## src/rtl/t03_mem_access_sequencer_if.sv

```systemverilog
// Shared single-port memory bus between the access sequencer (master) and memory (slave).
// Requests are held stable until the slave acks or the master aborts.
interface t03_mem_access_sequencer_if;
    logic        bus_read;
    logic        bus_write;
    logic [31:0] bus_adr;
    logic [3:0]  bus_sel;
    logic [31:0] bus_wdata;
    logic        bus_ack;
    logic [31:0] bus_rdata;

    modport master (
        output bus_read, bus_write, bus_adr, bus_sel, bus_wdata,
        input  bus_ack, bus_rdata
    );

    modport slave (
        input  bus_read, bus_write, bus_adr, bus_sel, bus_wdata,
        output bus_ack, bus_rdata
    );
endinterface

```

## src/rtl/t03_mem_access_sequencer.sv

```systemverilog
// Sequences instruction fetch and the optional load/store of the team-03 core over a
// single-port bus, freezing the core while a bus transaction is outstanding.
module t03_mem_access_sequencer #(
    parameter int BUS_TIMEOUT = 255
) (
    input  logic        clk,
    input  logic        rst,
    input  logic        fetch_req,
    input  logic [31:0] pc,
    input  logic        read_mem,
    input  logic        write_mem,
    input  logic        load_byte,
    input  logic        store_byte,
    input  logic [31:0] data_adr,
    input  logic [31:0] store_data,
    t03_mem_access_sequencer_if.master bus,
    output logic [31:0] instruction,
    output logic [31:0] load_data,
    output logic        freeze,
    output logic        bus_err
);

    localparam int          CW       = $clog2(BUS_TIMEOUT);
    localparam logic [CW-1:0] LAST_CNT = CW'(BUS_TIMEOUT - 1);
    localparam logic [31:0] NOP      = 32'h0000_0013;

    typedef enum logic [1:0] {
        IDLE,
        FETCH,
        EXEC,
        DATA
    } state_t;

    state_t        state;
    logic [CW-1:0] wait_cnt;
    logic          data_is_write;
    logic          data_is_byte;
    logic [1:0]    data_lane;
    logic [7:0]    rdata_byte;
    logic          timed_out;

    // The word's low two bits never reach the bus; fetches are always word aligned.
    logic unused_pc_bits;
    assign unused_pc_bits = ^pc[1:0];

    always_comb begin
        rdata_byte = bus.bus_rdata[7:0];
        case (data_lane)
            2'd0: rdata_byte = bus.bus_rdata[7:0];
            2'd1: rdata_byte = bus.bus_rdata[15:8];
            2'd2: rdata_byte = bus.bus_rdata[23:16];
            2'd3: rdata_byte = bus.bus_rdata[31:24];
            default: rdata_byte = bus.bus_rdata[7:0];
        endcase
    end

    // An ack on the terminal count cycle still completes normally.
    assign timed_out = !bus.bus_ack && (wait_cnt == LAST_CNT);

    // NOTE: all state here is sequential, so every assignment is non-blocking; each
    // register is a flop updated only from values sampled at the same edge.
    always_ff @(posedge clk) begin
        if (rst) begin
            state         <= IDLE;
            wait_cnt      <= '0;
            data_is_write <= 1'b0;
            data_is_byte  <= 1'b0;
            data_lane     <= 2'd0;
            instruction   <= '0;
            load_data     <= '0;
            freeze        <= 1'b0;
            bus_err       <= 1'b0;
            bus.bus_read  <= 1'b0;
            bus.bus_write <= 1'b0;
            bus.bus_adr   <= '0;
            bus.bus_sel   <= '0;
            bus.bus_wdata <= '0;
        end else begin
            bus_err <= 1'b0;
            case (state)
                IDLE: begin
                    if (fetch_req) begin
                        state         <= FETCH;
                        wait_cnt      <= '0;
                        freeze        <= 1'b1;
                        bus.bus_read  <= 1'b1;
                        bus.bus_write <= 1'b0;
                        bus.bus_adr   <= {pc[31:2], 2'b00};
                        bus.bus_sel   <= 4'hF;
                        bus.bus_wdata <= '0;
                    end
                end

                FETCH: begin
                    if (bus.bus_ack) begin
                        instruction  <= bus.bus_rdata;
                        state        <= EXEC;
                        bus.bus_read <= 1'b0;
                    end else if (timed_out) begin
                        instruction  <= NOP;
                        state        <= IDLE;
                        freeze       <= 1'b0;
                        bus_err      <= 1'b1;
                        bus.bus_read <= 1'b0;
                    end else begin
                        wait_cnt <= wait_cnt + 1'b1;
                    end
                end

                EXEC: begin
                    if (write_mem || read_mem) begin
                        // A store wins when the decoder flags both.
                        state         <= DATA;
                        wait_cnt      <= '0;
                        data_is_write <= write_mem;
                        data_is_byte  <= load_byte;
                        data_lane     <= data_adr[1:0];
                        bus.bus_read  <= !write_mem;
                        bus.bus_write <= write_mem;
                        bus.bus_adr   <= {data_adr[31:2], 2'b00};
                        if (write_mem ? store_byte : load_byte)
                            bus.bus_sel <= 4'b0001 << data_adr[1:0];
                        else
                            bus.bus_sel <= 4'hF;
                        if (!write_mem)
                            bus.bus_wdata <= '0;
                        else if (store_byte)
                            bus.bus_wdata <= {4{store_data[7:0]}};
                        else
                            bus.bus_wdata <= store_data;
                    end else begin
                        state  <= IDLE;
                        freeze <= 1'b0;
                    end
                end

                DATA: begin
                    if (bus.bus_ack) begin
                        if (!data_is_write)
                            load_data <= data_is_byte ? {24'd0, rdata_byte} : bus.bus_rdata;
                        state         <= IDLE;
                        freeze        <= 1'b0;
                        bus.bus_read  <= 1'b0;
                        bus.bus_write <= 1'b0;
                    end else if (timed_out) begin
                        if (!data_is_write)
                            load_data <= '0;
                        state         <= IDLE;
                        freeze        <= 1'b0;
                        bus_err       <= 1'b1;
                        bus.bus_read  <= 1'b0;
                        bus.bus_write <= 1'b0;
                    end else begin
                        wait_cnt <= wait_cnt + 1'b1;
                    end
                end

                default: begin
                    state         <= IDLE;
                    freeze        <= 1'b0;
                    bus.bus_read  <= 1'b0;
                    bus.bus_write <= 1'b0;
                end
            endcase
        end
    end

endmodule

```

## src/flat_wrapper.sv

```systemverilog
// flat-port wrapper written by rule: the top's interface ports become plain ports
module t03_mem_access_sequencer_flat 
#(
    parameter int BUS_TIMEOUT = 255
)
  (clk, rst, fetch_req, pc, read_mem, write_mem, load_byte, store_byte, data_adr, store_data, instruction, load_data, freeze, bus_err, bus_bus_read, bus_bus_write, bus_bus_adr, bus_bus_sel, bus_bus_wdata, bus_bus_ack, bus_bus_rdata);
  t03_mem_access_sequencer_if bus_i ();
  input  logic clk;
  input  logic rst;
  input  logic fetch_req;
  input  logic [31:0] pc;
  input  logic read_mem;
  input  logic write_mem;
  input  logic load_byte;
  input  logic store_byte;
  input  logic [31:0] data_adr;
  input  logic [31:0] store_data;
  output logic [31:0] instruction;
  output logic [31:0] load_data;
  output logic freeze;
  output logic bus_err;
  output wire logic [$bits(bus_i.bus_read)-1:0] bus_bus_read;
  output wire logic [$bits(bus_i.bus_write)-1:0] bus_bus_write;
  output wire logic [$bits(bus_i.bus_adr)-1:0] bus_bus_adr;
  output wire logic [$bits(bus_i.bus_sel)-1:0] bus_bus_sel;
  output wire logic [$bits(bus_i.bus_wdata)-1:0] bus_bus_wdata;
  input wire logic [$bits(bus_i.bus_ack)-1:0] bus_bus_ack;
  input wire logic [$bits(bus_i.bus_rdata)-1:0] bus_bus_rdata;
  assign bus_bus_read = bus_i.bus_read;
  assign bus_bus_write = bus_i.bus_write;
  assign bus_bus_adr = bus_i.bus_adr;
  assign bus_bus_sel = bus_i.bus_sel;
  assign bus_bus_wdata = bus_i.bus_wdata;
  assign bus_i.bus_ack = bus_bus_ack;
  assign bus_i.bus_rdata = bus_bus_rdata;
  t03_mem_access_sequencer #(.BUS_TIMEOUT(BUS_TIMEOUT)) u_core (.clk(clk), .rst(rst), .fetch_req(fetch_req), .pc(pc), .read_mem(read_mem), .write_mem(write_mem), .load_byte(load_byte), .store_byte(store_byte), .data_adr(data_adr), .store_data(store_data), .bus(bus_i), .instruction(instruction), .load_data(load_data), .freeze(freeze), .bus_err(bus_err));
endmodule
```

## config.mk

```make
export PLATFORM = sky130hd
export DESIGN_NAME = t03_mem_access_sequencer_flat
export DESIGN_NICKNAME = d
export VERILOG_FILES = /design/src/rtl/t03_mem_access_sequencer_if.sv /design/src/rtl/t03_mem_access_sequencer.sv /design/src/flat_wrapper.sv
export SDC_FILE = /design/constraint.sdc
export NUM_CORES = 1
export LEC_CHECK = 0
export ABC_AREA = 1
export CAP_MARGIN = 20
export CORE_MARGIN = 4
export CORE_UTILIZATION = 43
export CTS_CLUSTER_DIAMETER = 40
export CTS_CLUSTER_SIZE = 8
export DETAILED_ROUTE_END_ITERATION = 7
export GPL_TIMING_DRIVEN = 0
export HOLD_SLACK_MARGIN = 0.1
export PLACE_DENSITY_LB_ADDON = 0.12
export SYNTH_ARGS = -nofsm -noshare
export SYNTH_HDL_FRONTEND = slang
export SYNTH_SLANG_ARGS = --single-unit
export TNS_END_PERCENT = 100
```

## constraint.sdc

```tcl
create_clock -name clk -period 1.6 [get_ports clk]
set_input_delay 0.32 -clock clk [delete_from_list [all_inputs] [get_ports clk]]
set_output_delay 0.32 -clock clk [all_outputs]
set_load 0.01 [all_outputs]
```

==> qor.csv <==
stage,metric,value,unit
die,Placeable Area,15200,um^2
die,die area,17600,um^2
route,Pre-Repair DR Iteration Count,5,
sta,Final Hold Fails,0,
cts,"Hold-fix buffers, CTS",0,
sta,maximum clock rate,0.627,GHz
cts,CTS tree,built,
sta,"Slew Viols, Final",0,
placed_design,placed cell count,1419,
synth,Ys Warns,0,
placed_design,HPWL after detailed placement,18000,um
cts,Clock transition at path regs,0.07,ns
final_layout,fin util,67.9,%
route,DRC,0,
final_layout,"commonest non-fill, non-tap cells in the layout","nand2_1 (327), dfxtp_1 (143), dlygate4sd2_1 (134)",
synth,Cells after Synth,965,
global_routing,antenna violations before repair,0,
flow_run,Max-cap violations,0,
cts,Bufs on Longest Clock Path,2,
final_layout,share of cells above drive strength 1,11.7,%
route,DR vias/cell,5.05,
die,DIE WIDTH,133,um
worst_setup_path,Worst EP required,1.92,ns
cts,H-tree levels,4,
final_layout,Post-Layout Cell Count,1462,
global_routing,grt ovf,0,
final_layout,Final Cell Area,10300,um^2
sta,Rel. slew slack,44.5,%
pwr,pwr dens,959,nW/um^2
sta,slack of the critical path,0.00626,ns
sta,Tmin final,1.59,ns
global_routing,vias in the first global route,6894,
sta,RSZ-0062 raised after global routing,yes,
worst_setup_path,CP Max Fanout,6,
sta,clk_skew,0.00788,ns
worst_hold_path,worst hold path class,input pin to register,
worst_setup_path,Crit Path Category,register to register,
worst_setup_path,WP data arrival,1.92,ns
worst_setup_path,endpoint class of the critical path,register,
global_routing,first-pass GRT wire length,36500,um
sta,Tcrit/Tclk final,99.6,%
route,Routed wire per std cell,16.2,um
final_layout,"most common cell after layout, fill and taps aside",nand2_1,
die,Starting Density,43.9,%
route,DRT iter0 DRCs,511,
run_status,status,"complete, no violations",
cts,CTS root buffer,clkbuf_16,
global_routing,pin count of the biggest net entering global routing,20,
worst_setup_path,Worst setup SP type,register,
final_layout,fin nets,1399,
synth,mapped cell area,6680,um^2
cts,TritonCTS buffer count,17,
sta,setup violators final,0,
final_layout,diode count,0,
synth,register area share after synthesis,44.4,%
final_layout,area delta synth->final,54.6,%
pwr,maximum vdd drop,0.000678,V
placed_design,number of I/O port buffers,265,
placed_design,dpl ws,-0.406,ns
pwr,leak pwr,0.00479,uW
die,die span in y,133,um
placed_design,Placed Area,9570,um^2
synth,Yosys reg bits,148,
placed_design,placer's final routability congestion estimate,0.957,
cts,clock sink count,148,
die,I/O Pins,272,
cts,Worst-Skew Late Latency,0.43,ns
route,DRT Wirelength,23700,um
synth,"Avg Cell Area, Syn",6.92,um^2
synth,Netlist cell types,32,
route,DRT antenna net count,0,
global_routing,GRT Util Overall,25.8,%
die,row cnt,45,
sta,slew at the pin closest to its max-slew limit,0.832,ns
route,routed vias,7390,
==> stage by stage <==
step / total power (uW) / TNS (ns) / hold slack, ns
2_1_floorplan: 4870 / 0 / 0.466
4_1_cts: 9870 / -0.00489 / 0.402
3_3_place_gp: 5800 / -36.38 / 0.438
6_report: 9900 / 0 / 0.404
3_5_place_dp: 5820 / -41.20 / 0.451
5_1_grt: 10300 / -0.198 / 0.441
==> repair_timing <==
item,CTS,global route
gates cloned,1,1
endpoints found under the setup margin,218,122
gates resized for setup,155,51
pin swaps,1,5
buffers inserted,3,7
==> state kept, by name, summed over array words and instances, names as in the netlist <==
name                  cells
u_core.bus.bus_wdata     32
u_core.instruction       32
u_core.load_data         32
u_core.bus.bus_adr       30
u_core.wait_cnt           8
u_core.bus.bus_sel        4
u_core.data_lane          2
u_core.state              2
u_core.bus.bus_read       1
u_core.bus.bus_write      1
u_core.bus_err            1
u_core.data_is_byte       1
u_core.data_is_write      1
u_core.freeze             1
==> report_power, final <==
part           internal [uW]  total (uW)  leakage [uW]  switching [uW]
clock network           2420        4180      0.000302            1760
logic                    795        1760       0.00328             964
registers               3860        3950       0.00121            92.7
total                   7070        9900       0.00479            2820
==> cells by family after synthesis <==
kind of cell | count (synthesis) | share of synthesized area [%]
simple gates | 533 | 33.6
compound gates | 185 | 14.8
flops | 148 | 44.4
buf+inv | 96 | 6.79
fa+ha+maj | 2 | 0.375
other cells | 1 | 0.0562
==> routing by layer <==
| layer | GRT usage, % | wire, um | vias up |
|---|---|---|---|
| met5 | 0 | 0 | - |
| met4 | 7.62 | 473 | 0 |
| met3 | 7.68 | 2130 | 36 |
| met2 | 41.6 | 10900 | 323 |
| met1 | 33.7 | 10100 | 3321 |
| li1 | - | - | 3710 |
==> worst paths after layout <==
path / start / end / slack, ns / cells after the start
max: u_core.wait_cnt[0]$_SDFFE_PP0P_ / u_core.instruction[30]$_SDFFE_PP0P_ / 0.006 / 11
min: rst / u_core.bus.bus_read$_SDFFE_PP0P_ / 0.40 / 4
max reg2reg: u_core.wait_cnt[0]$_SDFFE_PP0P_ / u_core.instruction[30]$_SDFFE_PP0P_ / 0.006 / 11
min reg2reg: u_core.bus.bus_adr[31]$_SDFFE_PP0P_ / u_core.bus.bus_adr[31]$_SDFFE_PP0P_ / 0.46 / 2
==> synth_stat cells (all sizes together) <==
master | instances | share of area [%]
buf | 37 | 3.4
conb | 1 | 0.056
nand4 | 10 | 0.94
a21boi | 8 | 0.90
or2 | 1 | 0.094
a31oi | 1 | 0.094
nor2 | 91 | 5.9
nand2 | 354 | 21
ha | 2 | 0.37
inv | 32 | 1.9
nand3b | 1 | 0.11
nand3 | 72 | 5.4
o21bai | 1 | 0.11
clkbuf | 25 | 1.4
o21ai | 46 | 3.5
a21oi | 129 | 10
dfxtp | 148 | 44
nor3 | 4 | 0.30
clkinv | 2 | 0.11
==> final cells by class <==
class                   count  area [um^2]
plain buffers              61          374
fillers                  1409         4880
inverters                  34          135
clock inverters            14          176
clock buffers              18          439
repair buffers            277         2590
well taps                 188          235
flip-flops and latches    148         2970
multi-input cells         722         3390
==> critical path, stage by stage, from the launching register on <==
cell,delay [ns]
dfxtp_2,0.33
inv_2,0.07
ha_4,0.14
nand2_4,0.05
nor2_4,0.12
nand2_2,0.08
nand2_4,0.12
nand2_4,0.09
buf_8,0.17
buf_12,0.14
a21oi_4,0.12
nor2_1,0.06
Power figures use the tool's default switching activity.
